==> config.mk <==
export PLATFORM = sky130hd
export DESIGN_NAME = imem_writer_flat
export DESIGN_NICKNAME = d
export VERILOG_FILES = /design/src/rtl/imem_writer_if.sv /design/src/rtl/imem_writer.sv /design/src/flat_wrapper.sv
export SDC_FILE = /design/constraint.sdc
export NUM_CORES = 1
export LEC_CHECK = 0
export BUFFER_PORTS_ARGS = -buffer_cell sky130_fd_sc_hd__buf_2
export CAP_MARGIN = 20
export CORE_MARGIN = 2
export CORE_UTILIZATION = 56
export DETAILED_ROUTE_END_ITERATION = 8
export GPL_ROUTABILITY_DRIVEN = 0
export PLACE_DENSITY = 0.81
export SYNTH_ARGS = -nofsm -noshare
export SYNTH_HDL_FRONTEND = slang
export SYNTH_SLANG_ARGS = --single-unit
export TNS_END_PERCENT = 1
==> constraint.sdc <==
create_clock -name clk_i -period 4.3 [get_ports clk_i]
set_input_delay 0.43 -clock clk_i [delete_from_list [all_inputs] [get_ports clk_i]]
set_output_delay 0.43 -clock clk_i [all_outputs]
set_load 0.01 [all_outputs]
==> src/rtl/imem_writer_if.sv <==
// imem_writer_if -- bundle of the instruction-writer handshake and the
// instruction-memory byte write port.
//
// Signals (directions as seen by the writer, modport slave):
//   in_valid_i / in_ready_o          instruction handshake
//   icode_i, ifun_i, rA_i, rB_i      Y86-64 instruction fields (4 bits each)
//   valC_i                           64-bit constant word
//   set_addr_i / addr_i              load the write pointer (10 bits)
//   mem_we_o / mem_addr_o / mem_data_o  registered byte write port
//   wr_ptr_o                         next free byte address
//   done_o                           pulse with the last byte of an instruction
//   err_o / err_code_o               sticky error, 01 bad icode, 10 overflow
//   instr_cnt_o                      completed instruction count (wraps)
//
// Handshake: an instruction transfers on a rising clock edge where
// in_valid_i && in_ready_o. The source holds the fields stable while
// in_valid_i is high and waiting; in_ready_o never depends on in_valid_i.
interface imem_writer_if;
    logic        in_valid_i;
    logic        in_ready_o;
    logic [3:0]  icode_i;
    logic [3:0]  ifun_i;
    logic [3:0]  rA_i;
    logic [3:0]  rB_i;
    logic [63:0] valC_i;
    logic        set_addr_i;
    logic [9:0]  addr_i;
    logic        mem_we_o;
    logic [9:0]  mem_addr_o;
    logic [7:0]  mem_data_o;
    logic [9:0]  wr_ptr_o;
    logic        done_o;
    logic        err_o;
    logic [1:0]  err_code_o;
    logic [15:0] instr_cnt_o;

    // Writer side.
    modport slave (
        input  in_valid_i, icode_i, ifun_i, rA_i, rB_i, valC_i,
               set_addr_i, addr_i,
        output in_ready_o, mem_we_o, mem_addr_o, mem_data_o, wr_ptr_o,
               done_o, err_o, err_code_o, instr_cnt_o
    );

    // Instruction source / memory side.
    modport master (
        output in_valid_i, icode_i, ifun_i, rA_i, rB_i, valC_i,
               set_addr_i, addr_i,
        input  in_ready_o, mem_we_o, mem_addr_o, mem_data_o, wr_ptr_o,
               done_o, err_o, err_code_o, instr_cnt_o
    );
endinterface

==> src/rtl/imem_writer.sv <==
// imem_writer -- serialises Y86-64 instructions into an instruction memory,
// one byte per clock, at consecutive addresses starting at the write pointer.
//
// Ports:
//   clk_i        system clock (rising edge)
//   rst_i        synchronous active-high reset
//   bus          imem_writer_if.slave (handshake, fields, byte write port,
//                pointer, done pulse, sticky error, instruction counter)
//   dbg_state_o  current FSM state: 0 IDLE, 1 WRITE, 2 ERROR
//
// Encoding: byte0 = {icode,ifun}; byte1 = {rA,rB} when register ids are
// present; then valC, 8 bytes little-endian. Instruction length is 1, 2, 9
// or 10 bytes.
//
// Timing: the first byte is registered on the acceptance edge, so mem_we_o
// is high the cycle after acceptance. The FSM stays in WRITE for exactly N
// cycles (one per byte shown on the port) and returns to IDLE after the
// last one, so in_ready_o is low for N cycles per instruction.
module imem_writer (
    input  logic            clk_i,
    input  logic            rst_i,
    imem_writer_if.slave    bus,
    output logic [1:0]      dbg_state_o
);

    typedef enum logic [1:0] {
        ST_IDLE  = 2'd0,
        ST_WRITE = 2'd1,
        ST_ERROR = 2'd2
    } state_t;

    state_t      state_q, state_d;
    logic [9:0]  ptr_q, ptr_d;
    logic [71:0] buf_q, buf_d;     // bytes still to emit, lowest byte next
    logic [3:0]  rem_q, rem_d;     // bytes left after the one on the port
    logic        we_q, we_d;
    logic [9:0]  addr_q, addr_d;
    logic [7:0]  data_q, data_d;
    logic        done_q, done_d;
    logic        err_q, err_d;
    logic [1:0]  code_q, code_d;
    logic [15:0] cnt_q, cnt_d;

    logic        in_ready;
    logic        xfer;
    logic        need_regs;
    logic        need_valc;
    logic        bad_icode;
    logic [3:0]  len;
    logic [9:0]  base;
    logic [10:0] last_addr;
    logic [79:0] enc;

    assign in_ready = (state_q == ST_IDLE) && !rst_i;
    assign xfer     = bus.in_valid_i && in_ready;

    // Decode of the offered instruction. A simultaneous set_addr_i moves
    // the base address before the instruction is placed.
    always_comb begin
        need_regs = 1'b0;
        need_valc = 1'b0;
        enc       = '0;
        case (bus.icode_i)
            4'h2, 4'h6, 4'hA, 4'hB: need_regs = 1'b1;
            4'h3, 4'h4, 4'h5: begin
                need_regs = 1'b1;
                need_valc = 1'b1;
            end
            4'h7, 4'h8:             need_valc = 1'b1;
            default: begin
                need_regs = 1'b0;
                need_valc = 1'b0;
            end
        endcase
        bad_icode = (bus.icode_i >= 4'hC);
        len       = 4'd1 + {3'b000, need_regs} + (need_valc ? 4'd8 : 4'd0);
        base      = bus.set_addr_i ? bus.addr_i : ptr_q;
        // 11-bit sum so the overflow bit is visible.
        last_addr = {1'b0, base} + {7'b0000000, len} - 11'd1;
        enc[7:0]  = {bus.icode_i, bus.ifun_i};
        if (need_regs) begin
            enc[15:8] = {bus.rA_i, bus.rB_i};
            if (need_valc) enc[79:16] = bus.valC_i;
        end else if (need_valc) begin
            enc[71:8] = bus.valC_i;
        end
    end

    // Next-state and datapath.
    always_comb begin
        state_d = state_q;
        ptr_d   = ptr_q;
        buf_d   = buf_q;
        rem_d   = rem_q;
        we_d    = 1'b0;
        addr_d  = addr_q;
        data_d  = data_q;
        done_d  = 1'b0;
        err_d   = err_q;
        code_d  = code_q;
        cnt_d   = cnt_q;
        case (state_q)
            ST_IDLE: begin
                if (xfer) begin
                    ptr_d = base;
                    if (bad_icode) begin
                        err_d   = 1'b1;
                        code_d  = 2'b01;
                        state_d = ST_ERROR;
                    end else if (last_addr[10]) begin
                        err_d   = 1'b1;
                        code_d  = 2'b10;
                        state_d = ST_ERROR;
                    end else begin
                        // Emit byte0 now; the rest drains from buf_q.
                        we_d    = 1'b1;
                        addr_d  = base;
                        data_d  = enc[7:0];
                        buf_d   = enc[79:8];
                        rem_d   = len - 4'd1;
                        ptr_d   = base + 10'd1;
                        state_d = ST_WRITE;
                        if (len == 4'd1) begin
                            done_d = 1'b1;
                            cnt_d  = cnt_q + 16'd1;
                        end
                    end
                end else if (bus.set_addr_i) begin
                    ptr_d = bus.addr_i;
                end
            end
            ST_WRITE: begin
                if (rem_q == 4'd0) begin
                    // Last byte was on the port this cycle.
                    state_d = ST_IDLE;
                end else begin
                    we_d   = 1'b1;
                    addr_d = ptr_q;
                    data_d = buf_q[7:0];
                    buf_d  = {8'h00, buf_q[71:8]};
                    rem_d  = rem_q - 4'd1;
                    ptr_d  = ptr_q + 10'd1;
                    if (rem_q == 4'd1) begin
                        done_d = 1'b1;
                        cnt_d  = cnt_q + 16'd1;
                    end
                end
            end
            ST_ERROR: begin
                state_d = ST_ERROR;
            end
            default: begin
                state_d = ST_IDLE;
            end
        endcase
    end

    always_ff @(posedge clk_i) begin
        if (rst_i) begin
            state_q <= ST_IDLE;
            ptr_q   <= '0;
            buf_q   <= '0;
            rem_q   <= '0;
            we_q    <= 1'b0;
            addr_q  <= '0;
            data_q  <= '0;
            done_q  <= 1'b0;
            err_q   <= 1'b0;
            code_q  <= 2'b00;
            cnt_q   <= '0;
        end else begin
            state_q <= state_d;
            ptr_q   <= ptr_d;
            buf_q   <= buf_d;
            rem_q   <= rem_d;
            we_q    <= we_d;
            addr_q  <= addr_d;
            data_q  <= data_d;
            done_q  <= done_d;
            err_q   <= err_d;
            code_q  <= code_d;
            cnt_q   <= cnt_d;
        end
    end

    assign bus.in_ready_o  = in_ready;
    assign bus.mem_we_o    = we_q;
    assign bus.mem_addr_o  = addr_q;
    assign bus.mem_data_o  = data_q;
    assign bus.wr_ptr_o    = ptr_q;
    assign bus.done_o      = done_q;
    assign bus.err_o       = err_q;
    assign bus.err_code_o  = code_q;
    assign bus.instr_cnt_o = cnt_q;
    assign dbg_state_o     = state_q;

endmodule

==> src/flat_wrapper.sv <==
// flat-port wrapper written by rule: the top's interface ports become plain ports
module imem_writer_flat 
  (clk_i, rst_i, dbg_state_o, bus_in_valid_i, bus_icode_i, bus_ifun_i, bus_rA_i, bus_rB_i, bus_valC_i, bus_set_addr_i, bus_addr_i, bus_in_ready_o, bus_mem_we_o, bus_mem_addr_o, bus_mem_data_o, bus_wr_ptr_o, bus_done_o, bus_err_o, bus_err_code_o, bus_instr_cnt_o);
  imem_writer_if bus_i ();
  input  logic clk_i;
  input  logic rst_i;
  output logic [1:0] dbg_state_o;
  input wire logic [$bits(bus_i.in_valid_i)-1:0] bus_in_valid_i;
  input wire logic [$bits(bus_i.icode_i)-1:0] bus_icode_i;
  input wire logic [$bits(bus_i.ifun_i)-1:0] bus_ifun_i;
  input wire logic [$bits(bus_i.rA_i)-1:0] bus_rA_i;
  input wire logic [$bits(bus_i.rB_i)-1:0] bus_rB_i;
  input wire logic [$bits(bus_i.valC_i)-1:0] bus_valC_i;
  input wire logic [$bits(bus_i.set_addr_i)-1:0] bus_set_addr_i;
  input wire logic [$bits(bus_i.addr_i)-1:0] bus_addr_i;
  output wire logic [$bits(bus_i.in_ready_o)-1:0] bus_in_ready_o;
  output wire logic [$bits(bus_i.mem_we_o)-1:0] bus_mem_we_o;
  output wire logic [$bits(bus_i.mem_addr_o)-1:0] bus_mem_addr_o;
  output wire logic [$bits(bus_i.mem_data_o)-1:0] bus_mem_data_o;
  output wire logic [$bits(bus_i.wr_ptr_o)-1:0] bus_wr_ptr_o;
  output wire logic [$bits(bus_i.done_o)-1:0] bus_done_o;
  output wire logic [$bits(bus_i.err_o)-1:0] bus_err_o;
  output wire logic [$bits(bus_i.err_code_o)-1:0] bus_err_code_o;
  output wire logic [$bits(bus_i.instr_cnt_o)-1:0] bus_instr_cnt_o;
  assign bus_i.in_valid_i = bus_in_valid_i;
  assign bus_i.icode_i = bus_icode_i;
  assign bus_i.ifun_i = bus_ifun_i;
  assign bus_i.rA_i = bus_rA_i;
  assign bus_i.rB_i = bus_rB_i;
  assign bus_i.valC_i = bus_valC_i;
  assign bus_i.set_addr_i = bus_set_addr_i;
  assign bus_i.addr_i = bus_addr_i;
  assign bus_in_ready_o = bus_i.in_ready_o;
  assign bus_mem_we_o = bus_i.mem_we_o;
  assign bus_mem_addr_o = bus_i.mem_addr_o;
  assign bus_mem_data_o = bus_i.mem_data_o;
  assign bus_wr_ptr_o = bus_i.wr_ptr_o;
  assign bus_done_o = bus_i.done_o;
  assign bus_err_o = bus_i.err_o;
  assign bus_err_code_o = bus_i.err_code_o;
  assign bus_instr_cnt_o = bus_i.instr_cnt_o;
  imem_writer u_core (.clk_i(clk_i), .rst_i(rst_i), .bus(bus_i), .dbg_state_o(dbg_state_o));
endmodule
==> run metrics <==
post-cts sizing count 0; fraction of the yosys area taken by sequential cells between 30% and 40%; num rows 41; Pwr Density 403 nW/um^2; share of final-layout standard cells stronger than drive strength 1 19.8%; crit path cell chain buf_2 > nor2b_1 > a21oi_1 > o22ai_1 > inv_2 > ha_1 > inv_1 > ha_1 > a21o_1 > nand3_1 > a21oi_1 > nor4_2 > buf_4 > o32ai_4 > buf_12 > or4_1 > a21oi_1; highest cell delay on the worst timing path 0.52 ns; path type of the worst min-delay path in -> reg; Top-Level Pins 146; vias per cell slightly above 6; max cap viols 0; yosys synthesis warning count 0; finished layout cell area 8610 um^2; number of global-route vias before repair 6,400; wire length per cell after detailed routing 16.1 um; Clock Root Buffer clkbuf_16; initial antenna violation count 0; RSZ-0062 raised after global routing no; number of vias after detailed routing 7,333; maximum net fanout on the critical path 76; time the worst path needs with I/O delays and setup 3.74 ns; clock transition at the registers of the reported paths 0.05 ns; syn avg cell area 7.83 um^2; Post-synth EDFFs 0; dominant synthesized flop cell dfxtp_1; area of the core 12,600 um^2; category of the worst setup path capture point flop; horizontal extent of the die 118 um; total DRC errors in the routed layout 0; CP max-delay cell or4_1; remaining global-route overflow 0; transition time at the pin with the least slew margin 0.835 ns; setup total negative slack 0 ns; Slew Viols, Final 0; number of H-tree levels 4; first-pass GRT wire length roughly 32,000 um; Syn-to-layout area delta 18.9%; critical path type in -> reg; final cell utilization of the core 68.2%; effective utilization at floorplan 57.4%; Max Buffers Root-to-Sink 2; CTS tree done; pin count of the biggest net entering global routing 81; netlist area before placement 7250 um^2; buffer count from post-CTS setup fixing 0; required time reported for the critical path endpoint 4.64 ns; post-route clock period utilization approximately 87%; peak supply drop 0.281 mV; critical path launch point type primary input; number of nets produced by synthesis 1,038; number of distinct standard cells referenced by the synthesized netlist 52; Crit path max-delay family simple AND/OR/NAND/NOR gates; number of buffers inserted by port buffering 145; leakage power of the design 3.40 nW; number of flip-flops and latches in the synthesized netlist 127; count of nets after finishing 1,136; fillers 1,108; ys async rst share 0%; number of buffers inserted for hold repair after clock tree synthesis 0; total die area 13,900 um^2; number of detailed-route iterations in the first pass 5; Global Route Usage Sum around 28%; Syn Inst Count roughly 930; final count of negative-setup-slack endpoints 0; Detailed Route Iter0 Violations 629; Antenna Violating Nets Remaining 0; total clock buffers created by CTS 17; vertical die dimension 118 um; worst clock skew around 0.013 ns; Clock Latency Late Sink 0.42 ns; status finished clean; routed wire length 19,500 um; Final Hold Vio Count 0; CTS Sinks 127; antenna diode instance count 0; sum of buffers and inverters on the critical path 5; max_slew headroom between 40% and 50%; Fmax achieved 267 MHz; HPWL reported at the end of detailed placement 12,800 um; placed standard-cell area 8040 um^2; Arr. time, crit path roughly 4.1 ns; most frequent cell on the critical path a21oi_1
[path summary, 6_finish.rpt]
path / cells after the start / from / slack [ns] / endpoint
setup reg to reg: 13 / u_core.bus.wr_ptr_o[3]$_SDFFE_PP0P_ / 0.74 / u_core.bus.instr_cnt_o[12]$_SDFFE_PP0P_
hold / removal: 3 / bus_valC_i[58] / 0.28 / u_core.buf_q[66]$_SDFFE_PP0P_
setup / recovery: 17 / bus_icode_i[2] / 0.56 / u_core.bus.instr_cnt_o[12]$_SDFFE_PP0P_
hold reg to reg: 2 / u_core.bus.mem_addr_o[7]$_SDFFE_PP0P_ / 0.45 / u_core.bus.mem_addr_o[7]$_SDFFE_PP0P_
[flip-flops by register name, indices dropped and copies added, names as in the netlist]
name	flops
u_core.bus.wr_ptr_o	10
u_core.bus.instr_cnt_o	16
u_core.bus.err_code_o	2
u_core.bus.mem_addr_o	10
u_core.dbg_state_o	2
u_core.rem_q	4
u_core.bus.mem_data_o	8
u_core.buf_q	72
u_core.bus.mem_we_o	1
u_core.bus.err_o	1
u_core.bus.done_o	1
[logic make-up (layout without fill, tap and decap cells)]
family	after synthesis	after routing	share of synthesized area [%]
AND/OR/NAND/NOR	371	371	23.8
AO/OA/AOI/OAI	227	227	21.5
flip-flops	127	127	35.1
buffers and inverters	108	218	6.29
multiplexers	70	70	9.74
adder cells (fa/ha/maj)	19	19	3.28
XOR/XNOR	3	3	0.363
[metal layers]
layer,track usage (%),routed length (um),vias up
li1,-,-,3612
met1,38.1,8840,3397
met2,42.8,9030,278
met3,5.18,1160,46
met4,10.4,437,0
met5,0,0,-
[worst min-delay path, stage by stage]
cell and delay (ns):
buf_2 0.10, nand4_1 0.06, a21oi_1 0.06
[cells in the final DEF (no fill, tap or decap), types with 18 or more instances in the layout]
| master | n |
|---|---|
| inv_1 | 18 |
| a21oi_1 | 68 |
| buf_4 | 20 |
| nand2_1 | 92 |
| ha_1 | 19 |
| nor2_1 | 87 |
| o211ai_1 | 29 |
| mux2i_1 | 68 |
| buf_2 | 144 |
| a211oi_1 | 58 |
| o21ai_0 | 21 |
| nor3_1 | 122 |
| dfxtp_1 | 127 |
[where the power goes]
group / switching [mW] / total, mW / leakage, nW / internal (mW)
sequential: 0.0855 / 1.35 / 1.03 / 1.27
combinational: 0.448 / 0.749 / 2.09 / 0.300
clock: 0.501 / 1.37 / 0.274 / 0.868
total: 1.03 / 3.47 / 3.40 / 2.44
[cells in the mapped netlist, drive strengths merged, types with 2 or more instances]
master   number  share of area (%)
a2111oi       2               0.50
a211o         2               0.24
a211oi       58                6.0
a21oi        68                4.7
a22o          2               0.24
a311oi       10                1.2
a31oi         3               0.26
and2          4               0.35
and3          6               0.52
buf          32                2.3
clkbuf       56                2.9
dfxtp       127                 35
ha           19                3.3
inv          19               0.98
mux2i        69                9.6
nand2        92                4.8
nand3        16                1.1
nand4        14                1.2
nor2         87                4.5
nor2b         2               0.17
nor3        122                8.4
nor3b         4               0.41
nor4          5               0.43
o2111ai       2               0.24
o211ai       29                3.0
o21ai        22                1.5
o31a          2               0.24
o31ai        16                1.7
or3           5               0.43
or4          12                1.2
xnor2         3               0.36
[final cells by class]
| cell class | instances | area [um^2] | share of cell area [%] |
|---|---|---|---|
| multi-input cells | 690 | 4280 | 49.7 |
| flip-flops and latches | 127 | 2540 | 29.5 |
| repair buffers | 167 | 931 | 10.8 |
| clock buffers | 27 | 513 | 5.96 |
| well taps | 172 | 215 | 2.50 |
| inverters | 20 | 75.1 | 0.872 |
| clock inverters | 4 | 51.3 | 0.596 |
[stage by stage]
stage	hold WS (ns)	cells	total power [mW]	setup WS, ns
2_1_floorplan	0.433	925	1.88	0.752
3_3_place_gp	0.437	1175	2.09	0.0960
3_5_place_dp	0.442	1175	2.11	0.00785
4_1_cts	0.264	1206	3.47	0.423
5_1_grt	0.274	1207	3.63	0.258
6_report	0.277	1207	3.47	0.559
Note: power is estimated with default switching activity, not from simulation.
